### src/rtl/cp0_irq_unit.sv
// CP0 exception/interrupt unit (M stage): SR/Cause/EPC/PRId, NUM_HWINT level-sensitive interrupt lines.
// Optional Count/Compare timer enabled by defining CP0_TIMER_EN.
module cp0_irq_unit #(
  parameter int unsigned NUM_HWINT    = 6,
  parameter logic [31:0] HANDLER_ADDR = 32'h0000_4180,
  parameter logic [31:0] PRID_VAL     = 32'h2023_0007
) (
  input  logic                 clk,
  input  logic                 reset,
  input  logic                 we,
  input  logic [4:0]           addr,
  input  logic [31:0]          wdata,
  output logic [31:0]          rdata,
  input  logic [31:0]          victim_pc,
  input  logic                 bd,
  input  logic [4:0]           exc_code,
  input  logic                 eret,
  input  logic [NUM_HWINT-1:0] hwint,
  output logic                 req,
  output logic [31:0]          handler_pc,
  output logic [31:0]          epc_out
);

  logic                 ie_q, ie_d;
  logic                 exl_q, exl_d;
  logic [NUM_HWINT-1:0] im_q, im_d;
  logic                 bd_q, bd_d;
  logic [NUM_HWINT-1:0] ip_q, ip_d;
  logic [4:0]           exccode_q, exccode_d;
  logic [29:0]          epc_q, epc_d;

  logic [NUM_HWINT-1:0] hwint_eff;
  logic                 int_req;
  logic                 exc_req;
  logic                 wr;
  logic [31:0]          victim_al;
  logic [31:0]          sr_rd;
  logic [31:0]          cause_rd;
  logic                 unused_victim_lo;

`ifdef CP0_TIMER_EN
  logic [31:0] count_q, count_d;
  logic [31:0] compare_q, compare_d;
  logic        ti_q, ti_d;
  logic        ti_eff;
`endif

  assign unused_victim_lo = ^victim_pc[1:0];
  assign victim_al        = {victim_pc[31:2], 2'b00};
  assign handler_pc       = HANDLER_ADDR;
  assign epc_out          = {epc_q, 2'b00};

  always_comb begin
    hwint_eff = hwint;
`ifdef CP0_TIMER_EN
    // Match is seen combinationally so the interrupt fires in the cycle Count reaches Compare.
    ti_eff = ti_q | ((count_q == compare_q) && (compare_q != '0));
    hwint_eff[NUM_HWINT-1] = hwint[NUM_HWINT-1] | ti_eff;
`endif
    int_req = (|(hwint_eff & im_q)) & ie_q & ~exl_q;
    exc_req = (exc_code != '0) & ~exl_q;
    req     = int_req | exc_req;
    wr      = we & ~req;
  end

  always_comb begin
    ie_d      = ie_q;
    exl_d     = exl_q;
    im_d      = im_q;
    bd_d      = bd_q;
    ip_d      = hwint_eff;
    exccode_d = exccode_q;
    epc_d     = epc_q;
`ifdef CP0_TIMER_EN
    count_d   = count_q + 32'd1;
    compare_d = compare_q;
    ti_d      = ti_eff;
`endif
    if (req) begin
      exl_d     = 1'b1;
      exccode_d = int_req ? 5'd0 : exc_code;
      bd_d      = bd;
      epc_d     = bd ? ((victim_al - 32'd4) >> 2) : victim_al[31:2];
    end else begin
      if (wr) begin
        case (addr)
          5'd12: begin
            ie_d  = wdata[0];
            exl_d = wdata[1];
            im_d  = wdata[10 +: NUM_HWINT];
          end
          5'd14: epc_d = wdata[31:2];
`ifdef CP0_TIMER_EN
          5'd9:  count_d = wdata;
          5'd11: begin
            compare_d = wdata;
            ti_d      = 1'b0;
          end
`endif
          default: ;
        endcase
      end
      // eret runs after the SR write so its EXL clear wins.
      if (eret) exl_d = 1'b0;
    end
  end

  always_comb begin
    sr_rd                    = '0;
    sr_rd[0]                 = ie_q;
    sr_rd[1]                 = exl_q;
    sr_rd[10 +: NUM_HWINT]   = im_q;
    cause_rd                 = '0;
    cause_rd[31]             = bd_q;
    cause_rd[10 +: NUM_HWINT] = ip_q;
    cause_rd[6:2]            = exccode_q;
    case (addr)
      5'd12:   rdata = sr_rd;
      5'd13:   rdata = cause_rd;
      5'd14:   rdata = {epc_q, 2'b00};
      5'd15:   rdata = PRID_VAL;
`ifdef CP0_TIMER_EN
      5'd9:    rdata = count_q;
      5'd11:   rdata = compare_q;
`endif
      default: rdata = '0;
    endcase
  end

  always_ff @(posedge clk) begin
    if (reset) begin
      ie_q      <= 1'b0;
      exl_q     <= 1'b0;
      im_q      <= '0;
      bd_q      <= 1'b0;
      ip_q      <= '0;
      exccode_q <= '0;
      epc_q     <= '0;
`ifdef CP0_TIMER_EN
      count_q   <= '0;
      compare_q <= '0;
      ti_q      <= 1'b0;
`endif
    end else begin
      ie_q      <= ie_d;
      exl_q     <= exl_d;
      im_q      <= im_d;
      bd_q      <= bd_d;
      ip_q      <= ip_d;
      exccode_q <= exccode_d;
      epc_q     <= epc_d;
`ifdef CP0_TIMER_EN
      count_q   <= count_d;
      compare_q <= compare_d;
      ti_q      <= ti_d;
`endif
    end
  end

endmodule
### config.mk
export PLATFORM = sky130hd
export DESIGN_NAME = cp0_irq_unit
export DESIGN_NICKNAME = d
export VERILOG_FILES = /design/src/rtl/cp0_irq_unit.sv
export SDC_FILE = /design/constraint.sdc
export NUM_CORES = 1
export LEC_CHECK = 0
export CAP_MARGIN = 20
export CORE_MARGIN = 3
export CORE_UTILIZATION = 45
export DETAILED_ROUTE_END_ITERATION = 7
export PLACE_DENSITY = 0.93
export SYNTH_ARGS = -nofsm -noshare
export SYNTH_HDL_FRONTEND = slang
export SYNTH_SLANG_ARGS = --single-unit
### constraint.sdc
create_clock -name clk -period 4.7 [get_ports clk]
set_clock_uncertainty 0.15 [all_clocks]
set_input_delay 1.41 -clock clk [delete_from_list [all_inputs] [get_ports clk]]
set_output_delay 1.41 -clock clk [all_outputs]
set_load 0.02 [all_outputs]
After elaboration in Yosys (flattened, before gate mapping) --
Index checks and enable logic that the tools add are counted. W data, S select, Z words.
Operators by class: reduce and logical (&&, ||, !) cells 9, bitwise operators 8, $add $sub $neg 1, multiplexer cells 10, equality and inequality tests 4
Operators by type and width (number):
- $pmux W32 S4 | 1
- $mux W30 | 4
- $sub A32 B3 Y32 const B | 1
- $eq A5 B4 Y1 const B | 4
- $and A6 B6 Y6 | 1
- $reduce_bool A3 Y1 | 2
- $reduce_or A6 Y1 | 1
- $mux W5 | 1
- $reduce_bool A5 Y1 | 1
- $and A1 B1 Y1 | 4
- $mux W1 | 4
- $reduce_and A2 Y1 | 2
- $reduce_bool A2 Y1 | 2
- $reduce_and A3 Y1 | 1
- $not A1 Y1 | 2
- $or A1 B1 Y1 | 1
Storage, ports and cells: bits in registers 50

Logic depth before layout (Yosys ltp) --
word-level depth 10, gate-level depth with buffers 7

Least setup slack after synthesis --
Ideal clock, no wire load.
kind in2out, from input port hwint[3], to output port req, cell stages on the path 5, required time 3.140 ns, buffers on the path 2, setup slack 0.544 ns, data arrival time 2.596 ns, path through a22oi_1 -> a311oi_1 -> or2_2 -> clkbuf_1 -> clkbuf_1
On the way: longest elaborated chain between the ends 5
RTL lines:
- start: declaration | line 18 | input logic [NUM_HWINT-1:0] hwint,
- $and A6 B6 Y6 | line 60 | int_req = (|(hwint_eff & im_q)) & ie_q & ~exl_q;
- $reduce_or A6 Y1 | line 60
- $and A1 B1 Y1 (2 in a row) | line 60
- $or A1 B1 Y1 | line 62 | req = int_req | exc_req;
- end: declaration | line 19 | output logic req,
No other way between the ends.

Final worst setup path --
from input port addr[1], to output port rdata[31]
On the way: longest elaborated chain between the ends 2, elaborated cells between the ends (all ways) 5, classes of those cells eq/ne: 4; mux: 1
RTL lines:
- start: declaration | line 11 | input logic [4:0] addr,
- $eq A5 B4 Y1 | line 117 | case (addr)
- $pmux W32 S4 * | line 117
- end: declaration | line 13 | output logic [31:0] rdata,
Mark *: on every way between the ends. The rest lies on a longest branch, timed or not.

==> run summary <==
The run finished with clean final reports. The tools report the hold buffer count at cts as 0. For the utilization of the core after routing, the log shows 0.678. Adding up every negative setup slack in the final design gives 0 ns.

No sink is reached through more buffers than the 2 on the longest clock path. The area growth from synthesis to layout is 43.6%. The static leakage power came out at 0.00245 uW. Among all flip-flop cells after synthesis, the most frequent one is sky130_fd_sc_hd__dfxtp_1.

The average instance area after synthesis is 7.76 um^2, and the mean routed wirelength per cell is 18.5 um. After synthesis the cells add up to 3730 um^2. After detailed routing, the number of remaining DRC violations is 0. Leaving out fill and tap cells, the most frequent cell in the layout is sky130_fd_sc_hd__clkdlybuf4s50_1. Switching power as a share of total power: 0.333. Setup repair after global routing left no endpoint under its margin. The run gives 3.14 ns as the required time of the critical path. The standard cell area after detailed placement is 5200 um^2, and the violation count after the first detailed-route iteration is 455. For the finished layout, the period the worst path requires is 4.65 ns. The final layout contains 694 nets. The initial core utilization was 0.472. For the number of optimization iterations in the first detailed-route pass, the log shows 6.

In this run, synthesis produced a sequential element count of 50. The routed layout has 4299 vias. The run gives 0.504 as the headroom to the max-slew limit.

The setup path with the least slack is of type primary input to primary output. In the final layout, flip-flops and latches occupy 1000 um^2. Synthesis produced 480 cells. The number of nets with antenna violations after routing is 0.

The tools report the sequential fraction of the synthesis area as 0.269. The floorplan step set the die height to 97.0 um. The tools report the core outline area as 7890 um^2. Row generation in the floorplan step produced 32 rows.

The tightest min-delay check is of the register to register type. The tree is rooted in a sky130_fd_sc_hd__clkbuf_8. The clock tree synthesis step divided the H-tree into 2 levels. The tools report the sequential power share as 0.438. The total track usage is 0.261.

At the later pin of the worst-skew pair, clock insertion delay measures 0.30 ns. The HPWL after detailed placement is 10000 um. The fraction of layout cells with a size suffix above 1 came out at 0.0837. For the final count of hold timing violations, the log shows 0. Max-cap violations in this run came to 0. The netlist uses 43 different library cells.

The number of top-level pins came out at 182. The maximum number of pins on one net before global-route repair was 39; the mean number of vias per cell was 6.05. The total wire length after detailed routing came out at 13200 um. For the global-route wire length before repair, the log shows 20300 um.

The clock net in this run drives a total of 50 sinks. The finished cells cover 5350 um^2. In this run the power spent charging and discharging nets is 368 uW. The clock-pin slew on the worst setup and hold paths was 0.10 ns; the via count of the first global-routing pass was 3891.

Setup violations remaining at the end of the flow were counted as 0. The worst setup path is captured at a primary output. Number of antenna violations at the first check in global routing: 0. Cell internal power was estimated by the tool at 736 uW. The worst setup path is launched from a primary input. The antenna cell count is 0. The number of clock buffers added by TritonCTS is 5. Data arrives at the worst endpoint at 3.09 ns.

The final critical-path share of the clock period works out to 0.989. At the end of routability-driven placement, the weighted congestion stood at 0.948. The post-CTS setup buffer count was 0; the horizontal die dimension was 97.0 um. The share of async-settable or async-resettable flops after synthesis was 0.

At the pin with the least slew margin, the transition time is 0.740 ns. Summing all multi-input logic gate instances after layout gives 2430 um^2. The number of warnings reported in the yosys synthesis log was 0; the final-report max-slew violation count was 0. TritonCTS built the clock tree. In this run, synthesis inferred 0 flip-flops with an integrated enable. In this run the tool buffered the top-level ports with 145 buffer cells. Dividing total power by cell area gives a power density of 206 nW/um^2.

Based on the critical path, the design can be clocked at up to 0.215 GHz. The total grt overflow was 0; the die footprint was 9410 um^2. The library cells used most frequently in the layout, excluding fill and tap cells, are sky130_fd_sc_hd__clkdlybuf4s50_1 (114), sky130_fd_sc_hd__dfxtp_1 (50), sky130_fd_sc_hd__and3_1 (45), sky130_fd_sc_hd__conb_1 (34), sky130_fd_sc_hd__nor2_1 (33).

The logs give 0.226 for the clock group share of total power and 0.335 for the share of total power in combinational logic. The filler cells instantiated in the layout total 600. For the maximum vdd drop, the log shows 172 uV.

Of all nets on the critical path, the largest fanout is 12.
[worst paths after layout]
| check | start | end | slack, ns | cells after the start |
|---|---|---|---|---|
| hold / removal | im_q[1] | im_q[1] | 0.33 | 2 |
| setup reg to reg | im_q[1] | im_q[3] | 2.42 | 5 |
| setup / recovery | addr[1] | rdata[31] | 0.05 | 6 |
| hold reg to reg | im_q[1] | im_q[1] | 0.33 | 2 |
[power groups by stage]
| stage | sequential (uW) | combinational [uW] | clock [uW] |
|---|---|---|---|
| floorplan | 511 | 177 | 0 |
| global placement | 491 | 357 | 0 |
| detailed placement | 492 | 364 | 0 |
| CTS | 483 | 365 | 250 |
| global route | 486 | 395 | 267 |
| finish | 483 | 370 | 250 |
[synthesized netlist by cell type (7+ instances only)]
cell type,instances,area share
sky130_fd_sc_hd__a22oi_1,8,0.016
sky130_fd_sc_hd__or4_1,17,0.034
sky130_fd_sc_hd__xnor2_1,10,0.024
sky130_fd_sc_hd__nor4_1,23,0.039
sky130_fd_sc_hd__o31ai_1,10,0.020
sky130_fd_sc_hd__nand2_1,24,0.024
sky130_fd_sc_hd__o41ai_1,19,0.045
sky130_fd_sc_hd__a21boi_0,30,0.060
sky130_fd_sc_hd__nor2b_1,8,0.013
sky130_fd_sc_hd__a31oi_1,15,0.025
sky130_fd_sc_hd__buf_4,34,0.069
sky130_fd_sc_hd__dfxtp_1,50,0.27
sky130_fd_sc_hd__a21oi_1,15,0.020
sky130_fd_sc_hd__or3_1,7,0.012
sky130_fd_sc_hd__nand3_1,7,0.0094
sky130_fd_sc_hd__and3_1,45,0.076
sky130_fd_sc_hd__mux2i_1,13,0.035
sky130_fd_sc_hd__a211oi_1,14,0.028
sky130_fd_sc_hd__clkbuf_1,43,0.043
sky130_fd_sc_hd__nor2_1,33,0.033
[sequential cells by signal, summed over array words and instances, names as in the netlist]
signal / cells
bd_q: 1
epc_q: 30
exl_q: 1
ip_q: 6
ie_q: 1
exccode_q: 5
im_q: 6
[worst max-delay path, cell delays in order]
cell and delay (ns):
sky130_fd_sc_hd__clkdlybuf4s50_1 0.45, sky130_fd_sc_hd__buf_4 0.20, sky130_fd_sc_hd__nor2b_2 0.21, sky130_fd_sc_hd__a22oi_1 0.12
sky130_fd_sc_hd__nor2_1 0.10, sky130_fd_sc_hd__clkdlybuf4s50_1 0.61
[cell type report]
cell class | count | area share
Inverter | 5 | 0.00351
Clock buffer | 5 | 0.0129
Multi-Input combinational cell | 377 | 0.454
Timing Repair Buffer | 169 | 0.315
Sequential cell | 50 | 0.187
Tap cell | 102 | 0.0239
Clock inverter | 3 | 0.00398
[layer usage]
metal | GRT usage | vias up | share of wire
li1 | - | 2001 | -
met1 | 0.340 | 1995 | 0.40
met2 | 0.438 | 265 | 0.49
met3 | 0.0440 | 38 | 0.086
met4 | 0.0853 | 0 | 0.029
met5 | 0 | - | 0
[what timing repair did]
action,4_1_cts,5_1_grt
endpoints found under the hold margin,0,0
setup endpoints to repair,28,25
gates resized for setup,11,24
[cell families (layout without fill, tap and decap cells)]
group | Yosys count | count (layout) | synth area share
AO/OA/AOI/OAI | 122 | 122 | 0.236
XOR/XNOR | 13 | 13 | 0.0306
adder cells (fa/ha/maj) | 1 | 1 | 0.00336
buffers and inverters | 85 | 182 | 0.121
flip-flops | 50 | 50 | 0.269
multiplexers | 13 | 13 | 0.0349
other | 2 | 34 | 0.00202
AND/OR/NAND/NOR | 194 | 194 | 0.304
[through the flow]
| stage | hold slack [ns] | instances | worst slack, ns | power (uW) |
|---|---|---|---|---|
| finish | 0.332 | 711 | 0.0508 | 1100 |
| global route | 0.356 | 711 | 0.00190 | 1150 |
| CTS | 0.329 | 711 | 0.0000790 | 1100 |
| detailed placement | 0.313 | 703 | -0.135 | 856 |
| global placement | 0.307 | 703 | -0.119 | 848 |
| floorplan | 0.297 | 512 | 0.544 | 689 |
(Power assumes the default switching activity.)
